--- config.mk ---
export PLATFORM = sky130hd
export DESIGN_NAME = garage_door_input_conditioner_flat
export DESIGN_NICKNAME = d
export VERILOG_FILES = /design/src/rtl/garage_door_input_conditioner_if.sv /design/src/rtl/garage_door_input_conditioner.sv /design/src/flat_wrapper.sv
export SDC_FILE = /design/constraint.sdc
export NUM_CORES = 1
export LEC_CHECK = 0
export CAP_MARGIN = 30
export CORE_MARGIN = 8
export CORE_UTILIZATION = 45
export DETAILED_ROUTE_END_ITERATION = 10
export PLACE_DENSITY = 0.62
export SLEW_MARGIN = 5
export SYNTH_ARGS = -nofsm -noshare
export SYNTH_HDL_FRONTEND = slang
export SYNTH_SLANG_ARGS = --single-unit
--- constraint.sdc ---
create_clock -name CLK -period 1.8 [get_ports CLK]
set_input_delay 0.18 -clock CLK [delete_from_list [all_inputs] [get_ports CLK]]
set_output_delay 0.18 -clock CLK [all_outputs]
set_load 0.01 [all_outputs]
--- src/rtl/garage_door_input_conditioner_if.sv ---
`default_nettype none
// ============================================================================
// Module      : garage_door_input_conditioner_if
// Description : Raw switch inputs and clean controller-side outputs of the
//               garage door input conditioner.
// Revision    : 1.0 - initial release
// ============================================================================
interface garage_door_input_conditioner_if;
    logic Btn_Raw;
    logic Up_Sw_Raw;
    logic Dn_Sw_Raw;
    logic Activate;
    logic Up_Max;
    logic Dn_Max;
    logic Activate_Pulse;
    logic Sensor_Fault;

    modport master (
        output Btn_Raw, Up_Sw_Raw, Dn_Sw_Raw,
        input  Activate, Up_Max, Dn_Max, Activate_Pulse, Sensor_Fault
    );

    modport slave (
        input  Btn_Raw, Up_Sw_Raw, Dn_Sw_Raw,
        output Activate, Up_Max, Dn_Max, Activate_Pulse, Sensor_Fault
    );
endinterface
`default_nettype wire

--- src/rtl/garage_door_input_conditioner.sv ---
`default_nettype none
// ============================================================================
// Module      : garage_door_input_conditioner
// Description : Synchronises and debounces the door button and limit switches,
//               emits an activate strobe and a both-limits-high fault flag.
// Revision    : 1.0 - initial release
// ============================================================================
module garage_door_input_conditioner #(
    parameter int DEB_CYCLES   = 4,
    parameter int CNT_W        = 3,
    parameter int FAULT_CYCLES = 8,
    parameter int FCNT_W       = 4
) (
    input  wire logic                            CLK,
    input  wire logic                            RST,
    garage_door_input_conditioner_if.slave       bus
);
    localparam int                c_NCH       = 3;
    localparam logic [CNT_W-1:0]  c_DEB_MAX   = CNT_W'(DEB_CYCLES - 1);
    localparam logic [FCNT_W-1:0] c_FAULT_MAX = FCNT_W'(FAULT_CYCLES);

    // Channel order: 0 = button, 1 = upper limit, 2 = lower limit
    logic [c_NCH-1:0]  w_raw;
    logic [c_NCH-1:0]  r_s1;
    logic [c_NCH-1:0]  r_s;
    logic [c_NCH-1:0]  w_clean;
    logic [c_NCH-1:0]  w_take;
    logic [FCNT_W-1:0] r_fcnt;
    logic [FCNT_W-1:0] w_fcnt_nxt;
    logic              w_both;
    logic              r_pulse;
    logic              r_fault;

    assign w_raw = {bus.Dn_Sw_Raw, bus.Up_Sw_Raw, bus.Btn_Raw};

    always_ff @(posedge CLK) begin
        if (RST) begin
            r_s1 <= '0;
            r_s  <= '0;
        end else begin
            r_s1 <= w_raw;
            r_s  <= r_s1;
        end
    end

    generate
        for (genvar i = 0; i < c_NCH; i++) begin : g_chan
            logic [CNT_W-1:0] r_cnt;
            logic             r_clean;

            assign w_take[i]  = (r_s[i] != r_clean) && (r_cnt == c_DEB_MAX);
            assign w_clean[i] = r_clean;

            always_ff @(posedge CLK) begin
                if (RST) begin
                    r_cnt   <= '0;
                    r_clean <= 1'b0;
                end else if (r_s[i] == r_clean) begin
                    r_cnt   <= '0;
                end else if (r_cnt == c_DEB_MAX) begin
                    r_clean <= r_s[i];
                    r_cnt   <= '0;
                end else begin
                    r_cnt   <= r_cnt + CNT_W'(1);
                end
            end
        end
    endgenerate

    assign w_both = w_clean[1] & w_clean[2];

    // Fault flag tracks the next counter value so it sets on the same edge
    // the counter reaches its terminal count.
    always_comb begin
        w_fcnt_nxt = '0;
        if (w_both) begin
            w_fcnt_nxt = (r_fcnt == c_FAULT_MAX) ? r_fcnt : r_fcnt + FCNT_W'(1);
        end
    end

    always_ff @(posedge CLK) begin
        if (RST) begin
            r_fcnt  <= '0;
            r_fault <= 1'b0;
            r_pulse <= 1'b0;
        end else begin
            r_fcnt  <= w_fcnt_nxt;
            r_fault <= (w_fcnt_nxt == c_FAULT_MAX);
            r_pulse <= w_take[0] & r_s[0];
        end
    end

    assign bus.Activate       = w_clean[0];
    assign bus.Up_Max         = w_clean[1];
    assign bus.Dn_Max         = w_clean[2];
    assign bus.Activate_Pulse = r_pulse;
    assign bus.Sensor_Fault   = r_fault;
endmodule
`default_nettype wire
--- src/flat_wrapper.sv ---
// flat-port wrapper written by rule: the top's interface ports become plain ports
module garage_door_input_conditioner_flat 
#(
    parameter int DEB_CYCLES   = 4,
    parameter int CNT_W        = 3,
    parameter int FAULT_CYCLES = 8,
    parameter int FCNT_W       = 4
)
  (CLK, RST, bus_Btn_Raw, bus_Up_Sw_Raw, bus_Dn_Sw_Raw, bus_Activate, bus_Up_Max, bus_Dn_Max, bus_Activate_Pulse, bus_Sensor_Fault);
  garage_door_input_conditioner_if bus_i ();
  input  wire logic CLK;
  input  wire logic RST;
  input wire logic [$bits(bus_i.Btn_Raw)-1:0] bus_Btn_Raw;
  input wire logic [$bits(bus_i.Up_Sw_Raw)-1:0] bus_Up_Sw_Raw;
  input wire logic [$bits(bus_i.Dn_Sw_Raw)-1:0] bus_Dn_Sw_Raw;
  output wire logic [$bits(bus_i.Activate)-1:0] bus_Activate;
  output wire logic [$bits(bus_i.Up_Max)-1:0] bus_Up_Max;
  output wire logic [$bits(bus_i.Dn_Max)-1:0] bus_Dn_Max;
  output wire logic [$bits(bus_i.Activate_Pulse)-1:0] bus_Activate_Pulse;
  output wire logic [$bits(bus_i.Sensor_Fault)-1:0] bus_Sensor_Fault;
  assign bus_i.Btn_Raw = bus_Btn_Raw;
  assign bus_i.Up_Sw_Raw = bus_Up_Sw_Raw;
  assign bus_i.Dn_Sw_Raw = bus_Dn_Sw_Raw;
  assign bus_Activate = bus_i.Activate;
  assign bus_Up_Max = bus_i.Up_Max;
  assign bus_Dn_Max = bus_i.Dn_Max;
  assign bus_Activate_Pulse = bus_i.Activate_Pulse;
  assign bus_Sensor_Fault = bus_i.Sensor_Fault;
  garage_door_input_conditioner #(.DEB_CYCLES(DEB_CYCLES), .CNT_W(CNT_W), .FAULT_CYCLES(FAULT_CYCLES), .FCNT_W(FCNT_W)) u_core (.CLK(CLK), .RST(RST), .bus(bus_i));
endmodule
# ---- Yosys cells after proc, flatten, opt, wreduce, memory -nomap -nowiden
# Index checks and enable logic that the tools add are counted.
# Widths: inputs -> output; s select.
dict set report word_totals {
  reg_bits 24
  input_bits 5
  out_inout_bits 5
  elab_cells 38
}
dict set report classes {
  addsub 4
  n_eq_ne 9
  muxes 2
  bitwise_logic 5
  reduce_logical 7
}
# cell n
set ops {}
lappend ops {{$add 3x1->3 const B} 3}
lappend ops {{$eq 3x2->1 const B} 3}
lappend ops {{$reduce_or 3->1} 3}
lappend ops {{$eq 4x4->1 const B} 2}
lappend ops {{$mux 4} 2}
lappend ops {{$reduce_and 2->1} 3}
lappend ops {{$add 4x1->4 const B} 1}
lappend ops {{$eq 1x1->1} 3}
lappend ops {{$not 1->1} 3}
lappend ops {{$and 1x1->1} 2}
lappend ops {{$logic_and 1x1->1} 1}
lappend ops {{$ne 1x1->1} 1}

# ---- Depth between registers and ports, before layout
dict set report logic_depth {
  word_depth 4
  ltp_mapped 5
  depth_no_buf 5
}

# ---- Worst setup path after synthesis
# OpenSTA, ideal clock, no wires.
dict set report synth_path {
  kind {reg-to-reg}
  startpoint {reg u_core.g_chan[1].r_cnt[0]}
  endpoint {reg u_core.g_chan[1].r_cnt[0]}
  arrival_time_ps 1159
  slack_ps 579
  stages_incl_launch_ff 5
  path_buffers 0
  period_less_slack_ps 1221
  cell_sequence {dfxtp_1 ha_1 ha_1 or3_4 nor2_2}
}
dict set report synth_between {
  elab_chain_cells 2
  elab_cells_between_ends 3
}
# element line
set synth_lines {}
lappend synth_lines {{from (decl)} garage_door_input_conditioner.sv:48} ;# logic [CNT_W-1:0] r_cnt;
lappend synth_lines {{from (signal assigned)} garage_door_input_conditioner.sv:64} ;# r_cnt <= r_cnt + CNT_W'(1);
lappend synth_lines {{branches (longest 2 deep; another with $add 3x1->3)} n/a}
# Several ways; the timed one is not identified.
# A chain may end at the register's enable or synchronous reset.

# ---- Final worst setup path
dict set report layout_path {
  startpoint {reg u_core.g_chan[0].r_clean (netlist: u_core.bus.Activate)}
  endpoint {out bus_Activate}
}
# element line
set layout_rtl {}
lappend layout_rtl {{from (decl)} garage_door_input_conditioner.sv:49} ;# logic r_clean;
lappend layout_rtl {{from (signal assigned)} garage_door_input_conditioner.sv:61} ;# r_clean <= r_s[i];
lappend layout_rtl {{to (decl)} flat_wrapper.sv:16} ;# output wire logic [$bits(bus_i.Activate)-1:0] bus_Activate;
# No word-level cell between the ends.

==> flow_summary_export.csv <==
group,metric,value,unit
worst_setup_path,crit_required,1620,ps
drt,wl,1244,um
sta,fin_tns_setup,0,ps
floorplan,core_area,0.001962,mm2
sta,relSlewSlack,83.85,%
drt,wl_met2,633,um
drt,wl_per_cell,9.873,um
final_layout,diodes,0,
job,maxCapViolations,0,
grt,grt_pass1_wl,2194,um
cts,max-clock-path-buffers,2,
final_layout,final_cell_area,0.001095,mm2
drt,postRouteAntennaNets,0,
cts,cts_resized,0,
worst_setup_path,worstSetupEndpointType,"output port",
cts,hold_buffers,0,
grt,overflow,0,
worst_setup_path,path_delay_family,"buffers and inverters",
sta,finalCriticalPeriod,1451,ps
drt,top_layer,"met4",
hold_path,hp-class,"primary input to flop",
cts,cts_sinks,24,
logic_synthesis,ys_warn_count,0,
worst_setup_path,worstPathCellList,"clkdlybuf4s50_1",
cts,clk_latency,300,ps
sta,fin_worst_skew,0.4773,ps
worst_setup_path,crit_type,"flop to output port",
pwr,finalPower,0.8374,mW
drt,wl_met1,532,um
logic_synthesis,synthDistinctLibCells,21,
worst_setup_path,worst-path-buf-inv,1,
grt,antenna_found_initial,0,
cts,htreeDepth,1,
logic_synthesis,ys_seq_area_share,51.54,%
final_layout,regArea,480.5,um2
placed_design,place_hpwl,1008,um
pwr,power.leakage,0.4085,nW
sta,setup_viol,0,
drt,drcViolationCount,0,
sta,post-route-period-util,80.64,%
floorplan,dieWidth,61.51,um
floorplan,dieArea,0.003783,mm2
placed_design,routabilityCongestion,0.6947,
final_layout,multiInputGateArea,409.1,um2
logic_synthesis,synth_top_area_cell,"dfxtp_1",
floorplan,dieHeight,61.51,um
placed_design,placed_cell_area,0.001059,mm2
pwr,peakVddDrop,617.5,uV
sta,hold_viol,0,
grt,grt_pass1_vias,575,
logic_synthesis,syn_inst,86,
status,status,"complete, no violations",
final_layout,fill_cells,200,
sta,rsz0062_at_grt,"no",
floorplan,rows,16,
grt,grt_start_max_net_pins,14,
worst_setup_path,path_max_fanout,4,
logic_synthesis,syn-num-nets,99,
floorplan,start_util,47.51,%
placed_design,portBuffers,9,
worst_setup_path,crit_path_start_kind,"flop",
cts,cts_tree,"yes",
drt,via_per_inst,4.484,
drt,vias,565,
final_layout,syn2layout_area_growth,17.45,%
pwr,power_density,764.9,mW/mm2
sta,fmax,0.6890,GHz
grt,grt.total_usage,7.917,%
floorplan,pin_count,10,
placed_design,pre_cts_ws,461.7,ps
logic_synthesis,netlist_top_cells_area,"dfxtp_1, ha_1, nor2b_1",
logic_synthesis,ys_seq_elements,24,
final_layout,drive_above_1_share,17.17,%
worst_setup_path,cpPeakStageDelay,570,ps
cts,cts_made_buffers,3,
drt,drt-pass1-iter-count,3,
worst_setup_path,arrival,1270,ps
logic_synthesis,synth_area,932.1,um2
sta,drv_slew,0,
cts,cts.reportedPaths.clkPinSlew,120,ps
cts,post_cts_buffers,0,
drt,drtIter0Drc,4,
logic_synthesis,yosysTopAreaCellShare,51.54,%
worst_setup_path,cp_slowest_cell,"clkdlybuf4s50_1",
sta,worstMarginPinSlew,241.4,ps
cts,root_buffer,"clkbuf_4",
drt,wl_met3,65,um
final_layout,fin_nets,113,
logic_synthesis,syn_area_per_cell,10.84,um2
sta,worst_slack,348.5,ps
## per-stage QoR
step / instances / hold WS, ps / utilization (%)
6_report: 126 / 417.9 / 55.80
2_1_floorplan: 86 / 308.2 / -
3_3_place_gp: 122 / 410.1 / 53.95
5_1_grt: 126 / 407.1 / 55.80
3_5_place_dp: 122 / 411.0 / 53.95
4_1_cts: 126 / 402.8 / 55.80
## cell usage in the layout, fill, tap and decap left out, drive strengths merged, types with 2 or more instances in the layout
master          n
dfxtp          24
clkdlybuf4s50   9
mux2i           4
or3             3
clkbuf          4
nor2b           7
ha              8
nor2           15
inv            10
and4bb          2
xnor2           3
## cell type report
class                   count  share of cell area, %
clock buffers               4                  3.314
well taps                  27                  3.086
flip-flops and latches     24                  43.89
multi-input cells          51                  37.37
repair buffers             10                  8.914
inverters                  10                  3.429
## sequential cells by signal, indices dropped and copies added, names as in the netlist
register / count
u_core.bus.Up_Max: 1
u_core.r_s1: 3
u_core.bus.Activate_Pulse: 1
u_core.r_s: 3
u_core.bus.Activate: 1
u_core.g_chan.r_cnt: 9
u_core.bus.Sensor_Fault: 1
u_core.bus.Dn_Max: 1
u_core.r_fcnt: 4
## metal layers
layer	vias to the layer above	GRT usage, %
met2	6	14.48
li1	302	-
met1	255	6.954
met3	2	2.714
met5	-	0
met4	0	5.844
## path summary, 6_finish.rpt
check / start / to / slack (ps) / cells after the start
max: u_core.bus.Activate / bus_Activate / 350 / 1
max reg2reg: u_core.r_fcnt[0] / u_core.bus.Sensor_Fault / 480 / 5
min reg2reg: u_core.g_chan[0].r_cnt[0] / u_core.g_chan[0].r_cnt[0] / 420 / 1
min: bus_Dn_Sw_Raw / u_core.r_s1[2] / 420 / 2
## power breakdown
group | internal, mW | leakage (nW) | total (mW) | switching, mW
Clock | 0.123 | 0.0210 | 0.266 | 0.143
Combinational | 0.0179 | 0.193 | 0.0281 | 0.0102
Sequential | 0.539 | 0.195 | 0.543 | 0.00369
## synth_stat cells (all sizes together)
library cell,number
a211oi,1
a21oi,1
a31oi,1
and3,1
and4bb,2
clkbuf,1
dfxtp,24
ha,8
inv,10
mux2i,4
nand3,1
nand3b,1
nor2,15
nor2b,7
nor3,1
nor4,1
or3,3
xnor2,3
xor2,1
## cell families after synthesis
group                    count (synthesis)  share of synthesized area, %
AO/OA/AOI/OAI                            3                         2.550
XOR/XNOR                                 4                         3.759
adder cells (fa/ha/maj)                  8                         10.74
buffers and inverters                   11                         4.564
flip-flops                              24                         51.54
multiplexers                             4                         4.295
AND/OR/NAND/NOR                         32                         22.55
Note: power is estimated with default switching activity, not from simulation.
